[src/rtl/vga_pkg.sv]
// Shared VGA timing defaults (640x480@60), line/frame length helper and FSM state type.
package vga_pkg;

  localparam int H_ACTIVE_DEF   = 640;
  localparam int H_FP_DEF       = 16;
  localparam int H_SYNC_DEF     = 96;
  localparam int H_BP_DEF       = 48;
  localparam int V_ACTIVE_DEF   = 480;
  localparam int V_FP_DEF       = 10;
  localparam int V_SYNC_DEF     = 2;
  localparam int V_BP_DEF       = 33;
  localparam int CLK_DIV_DEF    = 4;
  localparam int PIPE_DEPTH_DEF = 2;

  typedef logic [0:0] vga_state_t;
  localparam vga_state_t ST_IDLE = 1'b0;
  localparam vga_state_t ST_SCAN = 1'b1;

  function automatic int vga_total(input int active, input int fp, input int sync, input int bp);
    return active + fp + sync + bp;
  endfunction

endpackage

[src/rtl/vga_pix_div.sv]
// Pixel-rate strobe generator: pix_en is high for one clk out of every CLK_DIV clks.
module vga_pix_div
  import vga_pkg::*;
#(
  parameter int CLK_DIV = CLK_DIV_DEF
) (
  input  logic clk,
  input  logic rst,
  output logic pix_en
);

  localparam logic [3:0] DIV_LAST = 4'(CLK_DIV - 1);

  logic [3:0] div_q, div_d;
  logic       pix_en_q, pix_en_d;

  // First strobe lands CLK_DIV clks after reset release; CLK_DIV=1 keeps it high.
  always_comb begin
    if (div_q == DIV_LAST) begin
      div_d    = '0;
      pix_en_d = 1'b1;
    end else begin
      div_d    = div_q + 4'd1;
      pix_en_d = 1'b0;
    end
  end

  always_ff @(posedge clk) begin
    if (rst) begin
      div_q    <= '0;
      pix_en_q <= 1'b0;
    end else begin
      div_q    <= div_d;
      pix_en_q <= pix_en_d;
    end
  end

  assign pix_en = pix_en_q;

endmodule

[src/rtl/vga_timing_gen.sv]
// VGA raster timing: counters, sync/valid flags, strobes and pixel-tick delayed copies.
// Define VGA_DOUBLESCAN_EN to add the x_half/y_half half-resolution coordinates.
module vga_timing_gen
  import vga_pkg::*;
#(
  parameter int   H_ACTIVE   = H_ACTIVE_DEF,
  parameter int   H_FP       = H_FP_DEF,
  parameter int   H_SYNC     = H_SYNC_DEF,
  parameter int   H_BP       = H_BP_DEF,
  parameter int   V_ACTIVE   = V_ACTIVE_DEF,
  parameter int   V_FP       = V_FP_DEF,
  parameter int   V_SYNC     = V_SYNC_DEF,
  parameter int   V_BP       = V_BP_DEF,
  parameter int   CLK_DIV    = CLK_DIV_DEF,
  parameter logic SYNC_POL   = 1'b0,
  parameter int   PIPE_DEPTH = PIPE_DEPTH_DEF
) (
  input  logic       clk,
  input  logic       rst,
  input  logic       run,
  output logic       pix_en,
  output logic [9:0] h_cnt,
  output logic [9:0] v_cnt,
  output logic       valid,
  output logic       hsync,
  output logic       vsync,
  output logic       line_start,
  output logic       frame_start,
  output logic [7:0] frame_cnt,
  output logic       valid_d,
  output logic       hsync_d,
  output logic       vsync_d,
`ifdef VGA_DOUBLESCAN_EN
  output logic [8:0] x_half,
  output logic [8:0] y_half,
`endif
  output vga_state_t state_dbg
);

  localparam int         H_TOTAL  = vga_total(H_ACTIVE, H_FP, H_SYNC, H_BP);
  localparam int         V_TOTAL  = vga_total(V_ACTIVE, V_FP, V_SYNC, V_BP);
  localparam logic [9:0] H_LAST   = 10'(H_TOTAL - 1);
  localparam logic [9:0] V_LAST   = 10'(V_TOTAL - 1);
  localparam logic [9:0] H_ACT    = 10'(H_ACTIVE);
  localparam logic [9:0] V_ACT    = 10'(V_ACTIVE);
  localparam logic [9:0] HS_START = 10'(H_ACTIVE + H_FP);
  localparam logic [9:0] HS_END   = 10'(H_ACTIVE + H_FP + H_SYNC);
  localparam logic [9:0] VS_START = 10'(V_ACTIVE + V_FP);
  localparam logic [9:0] VS_END   = 10'(V_ACTIVE + V_FP + V_SYNC);

  logic       pix_tick;
  vga_state_t state_q, state_d;
  logic [9:0] h_q, h_d, v_q, v_d;
  logic [7:0] fc_q, fc_d;
  logic       vis_q, vis_d, hs_q, hs_d, vs_q, vs_d, ls_q, ls_d, fs_q, fs_d;
  logic       scan;

  vga_pix_div #(.CLK_DIV(CLK_DIV)) u_pix_div (
    .clk    (clk),
    .rst    (rst),
    .pix_en (pix_tick)
  );

  // Flags are computed from the next counter values so they share the counters' edge.
  always_comb begin
    state_d = state_q;
    h_d     = h_q;
    v_d     = v_q;
    fc_d    = fc_q;
    vis_d   = vis_q;
    hs_d    = hs_q;
    vs_d    = vs_q;
    ls_d    = ls_q;
    fs_d    = fs_q;
    scan    = 1'b0;
    if (pix_tick) begin
      case (state_q)
        ST_IDLE: begin
          if (run) state_d = ST_SCAN;
        end
        default: begin
          if (h_q == H_LAST) begin
            h_d = '0;
            if (v_q == V_LAST) begin
              v_d  = '0;
              fc_d = fc_q + 8'd1;
              // run is only honoured here, so a frame is never cut short.
              if (!run) state_d = ST_IDLE;
            end else begin
              v_d = v_q + 10'd1;
            end
          end else begin
            h_d = h_q + 10'd1;
          end
        end
      endcase
      scan  = (state_d == ST_SCAN);
      vis_d = scan && (h_d < H_ACT) && (v_d < V_ACT);
      hs_d  = (scan && (h_d >= HS_START) && (h_d < HS_END)) ? SYNC_POL : ~SYNC_POL;
      vs_d  = (scan && (v_d >= VS_START) && (v_d < VS_END)) ? SYNC_POL : ~SYNC_POL;
      ls_d  = scan && (h_d == 10'd0);
      fs_d  = scan && (h_d == 10'd0) && (v_d == 10'd0);
    end
  end

  always_ff @(posedge clk) begin
    if (rst) begin
      state_q <= ST_IDLE;
      h_q     <= '0;
      v_q     <= '0;
      fc_q    <= '0;
      vis_q   <= 1'b0;
      hs_q    <= ~SYNC_POL;
      vs_q    <= ~SYNC_POL;
      ls_q    <= 1'b0;
      fs_q    <= 1'b0;
    end else begin
      state_q <= state_d;
      h_q     <= h_d;
      v_q     <= v_d;
      fc_q    <= fc_d;
      vis_q   <= vis_d;
      hs_q    <= hs_d;
      vs_q    <= vs_d;
      ls_q    <= ls_d;
      fs_q    <= fs_d;
    end
  end

`ifdef VGA_DOUBLESCAN_EN
  logic [8:0] xh_q, xh_d, yh_q, yh_d;

  always_comb begin
    xh_d = xh_q;
    yh_d = yh_q;
    if (pix_tick) begin
      xh_d = h_d[9:1];
      yh_d = v_d[9:1];
    end
  end

  always_ff @(posedge clk) begin
    if (rst) begin
      xh_q <= '0;
      yh_q <= '0;
    end else begin
      xh_q <= xh_d;
      yh_q <= yh_d;
    end
  end

  assign x_half = xh_q;
  assign y_half = yh_q;
`endif

  generate
    if (PIPE_DEPTH == 0) begin : g_nopipe
      assign valid_d = vis_q;
      assign hsync_d = hs_q;
      assign vsync_d = vs_q;
    end else begin : g_pipe
      logic [PIPE_DEPTH-1:0] vp_q, vp_d, hp_q, hp_d, sp_q, sp_d;

      always_comb begin
        vp_d = vp_q;
        hp_d = hp_q;
        sp_d = sp_q;
        if (pix_tick) begin
          vp_d[0] = vis_q;
          hp_d[0] = hs_q;
          sp_d[0] = vs_q;
          for (int i = 1; i < PIPE_DEPTH; i++) begin
            vp_d[i] = vp_q[i-1];
            hp_d[i] = hp_q[i-1];
            sp_d[i] = sp_q[i-1];
          end
        end
      end

      always_ff @(posedge clk) begin
        if (rst) begin
          vp_q <= '0;
          hp_q <= {PIPE_DEPTH{~SYNC_POL}};
          sp_q <= {PIPE_DEPTH{~SYNC_POL}};
        end else begin
          vp_q <= vp_d;
          hp_q <= hp_d;
          sp_q <= sp_d;
        end
      end

      assign valid_d = vp_q[PIPE_DEPTH-1];
      assign hsync_d = hp_q[PIPE_DEPTH-1];
      assign vsync_d = sp_q[PIPE_DEPTH-1];
    end
  endgenerate

  assign pix_en      = pix_tick;
  assign h_cnt       = h_q;
  assign v_cnt       = v_q;
  assign valid       = vis_q;
  assign hsync       = hs_q;
  assign vsync       = vs_q;
  assign line_start  = ls_q;
  assign frame_start = fs_q;
  assign frame_cnt   = fc_q;
  assign state_dbg   = state_q;

endmodule

[config.mk]
export PLATFORM = sky130hd
export DESIGN_NAME = vga_timing_gen
export DESIGN_NICKNAME = d
export VERILOG_FILES = /design/src/rtl/vga_pkg.sv /design/src/rtl/vga_pix_div.sv /design/src/rtl/vga_timing_gen.sv
export SDC_FILE = /design/constraint.sdc
export NUM_CORES = 1
export LEC_CHECK = 0
export ABC_CLOCK_PERIOD_IN_PS = 3340
export BUFFER_PORTS_ARGS = -buffer_cell sky130_fd_sc_hd__buf_2
export CORE_MARGIN = 1
export CORE_UTILIZATION = 40
export DETAILED_ROUTE_END_ITERATION = 6
export SLEW_MARGIN = 10
export SYNTH_ARGS = -nofsm -noshare
export SYNTH_HDL_FRONTEND = slang
export SYNTH_SLANG_ARGS = --single-unit
[constraint.sdc]
create_clock -name clk -period 3.34 [get_ports clk]
set_input_delay 0.167 -clock clk [delete_from_list [all_inputs] [get_ports clk]]
set_output_delay 0.167 -clock clk [all_outputs]
set_load 0.01 [all_outputs]
==> impl_results.md <==
* Maximum clock path buffer count at 2
* Tmin final at 2.71 ns
* Synth Flop Type: dfxtp_1
* Latest clock arrival within the worst-skew pair at 0.30 ns
* Area post-placement at 2820 µm²
* Die height at 83.2 µm
* Total track usage at 18.7%
* Top Ports at between 40 and 50
* Ratio of cells with drive above 1 in the final layout at a little under a fifth
* DR iter-0 viols at 83
* Grt ovf at 0
* GP Congestion at 0.913
* Worst EP arrival at 2.89 ns
* Yosys warns at 0
* Final non-filler cell total at 438
* Leakage power at 1.10 nW
* Final Cycle Share at about four fifths
* CP startpoint kind: register
* Post-synthesis sequential area ratio at 34.2%
* Yosys reg bits at 45
* Syn Inst Count at roughly 330
* Critical Path RT at 3.53 ns
* Power density cells at ~320 nW/µm²
* Routed len/inst at 14.3 µm
* Placed cell count at 430
* Clk sink count at 45
* Detailed Route WL at 6290 µm
* Ant diodes at 0
* Final net count at 368
* Post-route ant nets at 0
* FF-to-FF setup slack at 0.63 ns
* Setup TNS Final at 0 ns
* Largest net degree at the start of global routing at 39
* Design area at 2910 µm²
* Post-synth EDFFs at 0
* Setup violations, final at 0
* CORE AREA at 6350 µm²
* Synth Cell Area at 2640 µm²
* Vias per cell at 5.64
* Worst hold start: run
* Distinct cells, synth at 59
* Hold Path Class: in -> reg
* Initial Utilization at 41.5%
* Crit path kind: reg -> reg
* Die Wd at 83.2 µm
* Avg Inst Size Synth at 7.89 µm²
* H-tree depth at 2
* DRC violations left at 0
* Syn_nets at 342
* First-pass GRT wire length at between 10000 and 15000 µm
* Crit path largest cell delay at 0.76 ns
* Hold Path Stages at 3
* FF-to-FF Start: h_cnt[0]$_SDFFE_PP0P_
* RSZ-0062 raised after global routing: no
* FP Rows at 29
* Setup Skew at 0.00499 ns
* CP Cell Sequence: ha_1 -> nand4_1 -> or4_1 -> nor2_1 -> nand4_1 -> xor2_1 -> nor2_1
* Max Clk Rate at 370 MHz
* Max Slew Vio Count at 0
* Maximum capacitance violations at 0
* Layout area overhead at 10.4%
* Post CTS Setup Buffer Count at 0
* WP buf/inv at 0
* Element type at the critical path end: register
* Fin. Hold Viols at 0
* Vias in the first global route at 2241
* Worst path slowest cell: or4_1
* Initial antenna violation count at 0
* Ys async rst share at 0%
* R2R cell count at 7
* Slew HR at 66.7%
* Status: finished clean
* Crit path max fanout at 16
* Worst Tran Pin Value at 0.499 ns
* CTS Buf Count at 5
* CTS clock-pin slew for the worst setup and hold paths at 0.09 ns
* CTS root buf: clkbuf_8
* Post-cts sizing count at 0
* Via count at approximately 2500
* Crit path max-delay family: simple AND/OR/NAND/NOR gates
* Reg-to-Reg End: frame_cnt[6]$_SDFFE_PP0P_
* Hold_buf cts at 0
* TritonCTS clock tree: built
* DRT Pass-1 Iters at 4
* Die footprint at 6920 µm²
* Worst vdd rail ir drop at 170 µV
* Dpl hpwl at 4400 µm
* WHS Endpoint: state_dbg$_SDFFE_PP0P_
* Port bufs at 40
-- layout by cell type (no fill, tap or decap), types with 5 or more instances in the layout --
cell type  synthesis  routed
nand4_1            6       6
ha_1               5       5
inv_1              9       9
nand3_1           22      22
xor2_1            12      12
nand2_1           29      29
o21ai_0           15      15
nor3_1            18      18
a31oi_1            8       8
xnor2_1            6       6
buf_2              2      40
nor2_1            37      37
a211oi_1           5       5
a21oi_1           22      22
clkbuf_8           0       5
dfxtp_1           45      45
buf_4              3       7
mux2i_1            6       6
-- metrics by stage --
step           utilization [%]  setup slack (ns)  hold WS (ns)  power, W
2_1_floorplan                -             0.871         0.358  0.000593
3_3_place_gp              44.4             0.701         0.448  0.000605
3_5_place_dp              44.4             0.658         0.457  0.000606
4_1_cts                   45.8             0.629         0.257  0.000963
5_1_grt                   45.8             0.391         0.325  0.000993
6_report                  45.8             0.634         0.259  0.000944
-- state kept, by name, summed over array words and instances, names as in the netlist --
name / count
h_cnt: 10
v_cnt: 10
frame_cnt: 8
u_pix_div.div_q: 4
g_pipe.hp_q: 2
g_pipe.sp_q: 2
g_pipe.vp_q: 2
frame_start: 1
hsync: 1
line_start: 1
state_dbg: 1
u_pix_div.pix_en: 1
valid: 1
vsync: 1
-- worst max-delay path by stage --
stage,from,end,slack (ns),cells after the start
floorplan,v_cnt[5]$_SDFFE_PP0P_,valid$_SDFFE_PP0P_,0.87,7
global placement,h_cnt[6]$_SDFFE_PP0P_,frame_cnt[6]$_SDFFE_PP0P_,0.70,6
detailed placement,h_cnt[0]$_SDFFE_PP0P_,frame_cnt[4]$_SDFFE_PP0P_,0.66,7
CTS,h_cnt[0]$_SDFFE_PP0P_,frame_cnt[4]$_SDFFE_PP0P_,0.63,7
global route,h_cnt[0]$_SDFFE_PP0P_,frame_cnt[6]$_SDFFE_PP0P_,0.39,7
finish,h_cnt[0]$_SDFFE_PP0P_,frame_cnt[6]$_SDFFE_PP0P_,0.63,7
-- synthesized netlist by cell type (4+ instances only) --
master     n  area [µm²]
dfxtp_1   45         901
nor2_1    37         139
nand2_1   29         109
a21oi_1   22         110
nand3_1   22         110
nor3_1    18        90.1
o21ai_0   15        75.1
clkbuf_1  13        48.8
xor2_1    12         105
inv_1      9        33.8
a31oi_1    8        50.1
buf_6      6        67.6
mux2i_1    6        60.1
nand4_1    6        37.5
xnor2_1    6        52.6
a211oi_1   5        37.5
ha_1       5        62.6
and2_1     4        25.0
and3_1     4        25.0
or4_1      4        30.0
-- kinds of logic after synthesis --
logic type               Yosys count  share of synthesized area [%]
adder cells (fa/ha/maj)            5                           2.37
flip-flops                        45                           34.2
AND/OR/NAND/NOR                  147                           29.0
multiplexers                       7                           2.71
buffers and inverters             38                           7.69
AO/OA/AOI/OAI                     74                           18.0
XOR/XNOR                          18                           5.98
-- worst reg2reg max path, stage by stage, from the launching register on --
cell     delay (ns)
dfxtp_1        0.47
ha_1           0.31
nand4_1        0.30
or4_1          0.76
nor2_1         0.38
nand4_1        0.17
xor2_1         0.15
nor2_1         0.05
-- metal layers --
| layer | global-route usage, % | wire length [µm] | vias up |
|---|---|---|---|
| li1 | - | - | 1254 |
| met1 | 24.0 | 2980 | 1155 |
| met2 | 31.1 | 2970 | 53 |
| met3 | 3.58 | 249 | 10 |
| met4 | 6.74 | 88 | 0 |
| met5 | 0 | 0 | - |
-- power breakdown --
part	total, W	switching [W]	internal [W]
registers	0.000548	0.00000539	0.000542
clock network	0.000352	0.000203	0.000149
logic	0.0000449	0.0000284	0.0000165
total	0.000944	0.000237	0.000708
-- cell type report --
cell class	instances	area, µm²
Clock buffer	5	68.8
Multi-Input combinational cell	251	1530
Inverter	10	37.5
Tap cell	77	96.3
Timing Repair Buffer	47	253
Fill cell	663	3440
Clock inverter	3	21.3
Sequential cell	45	901
Power figures use the tool's default switching activity.
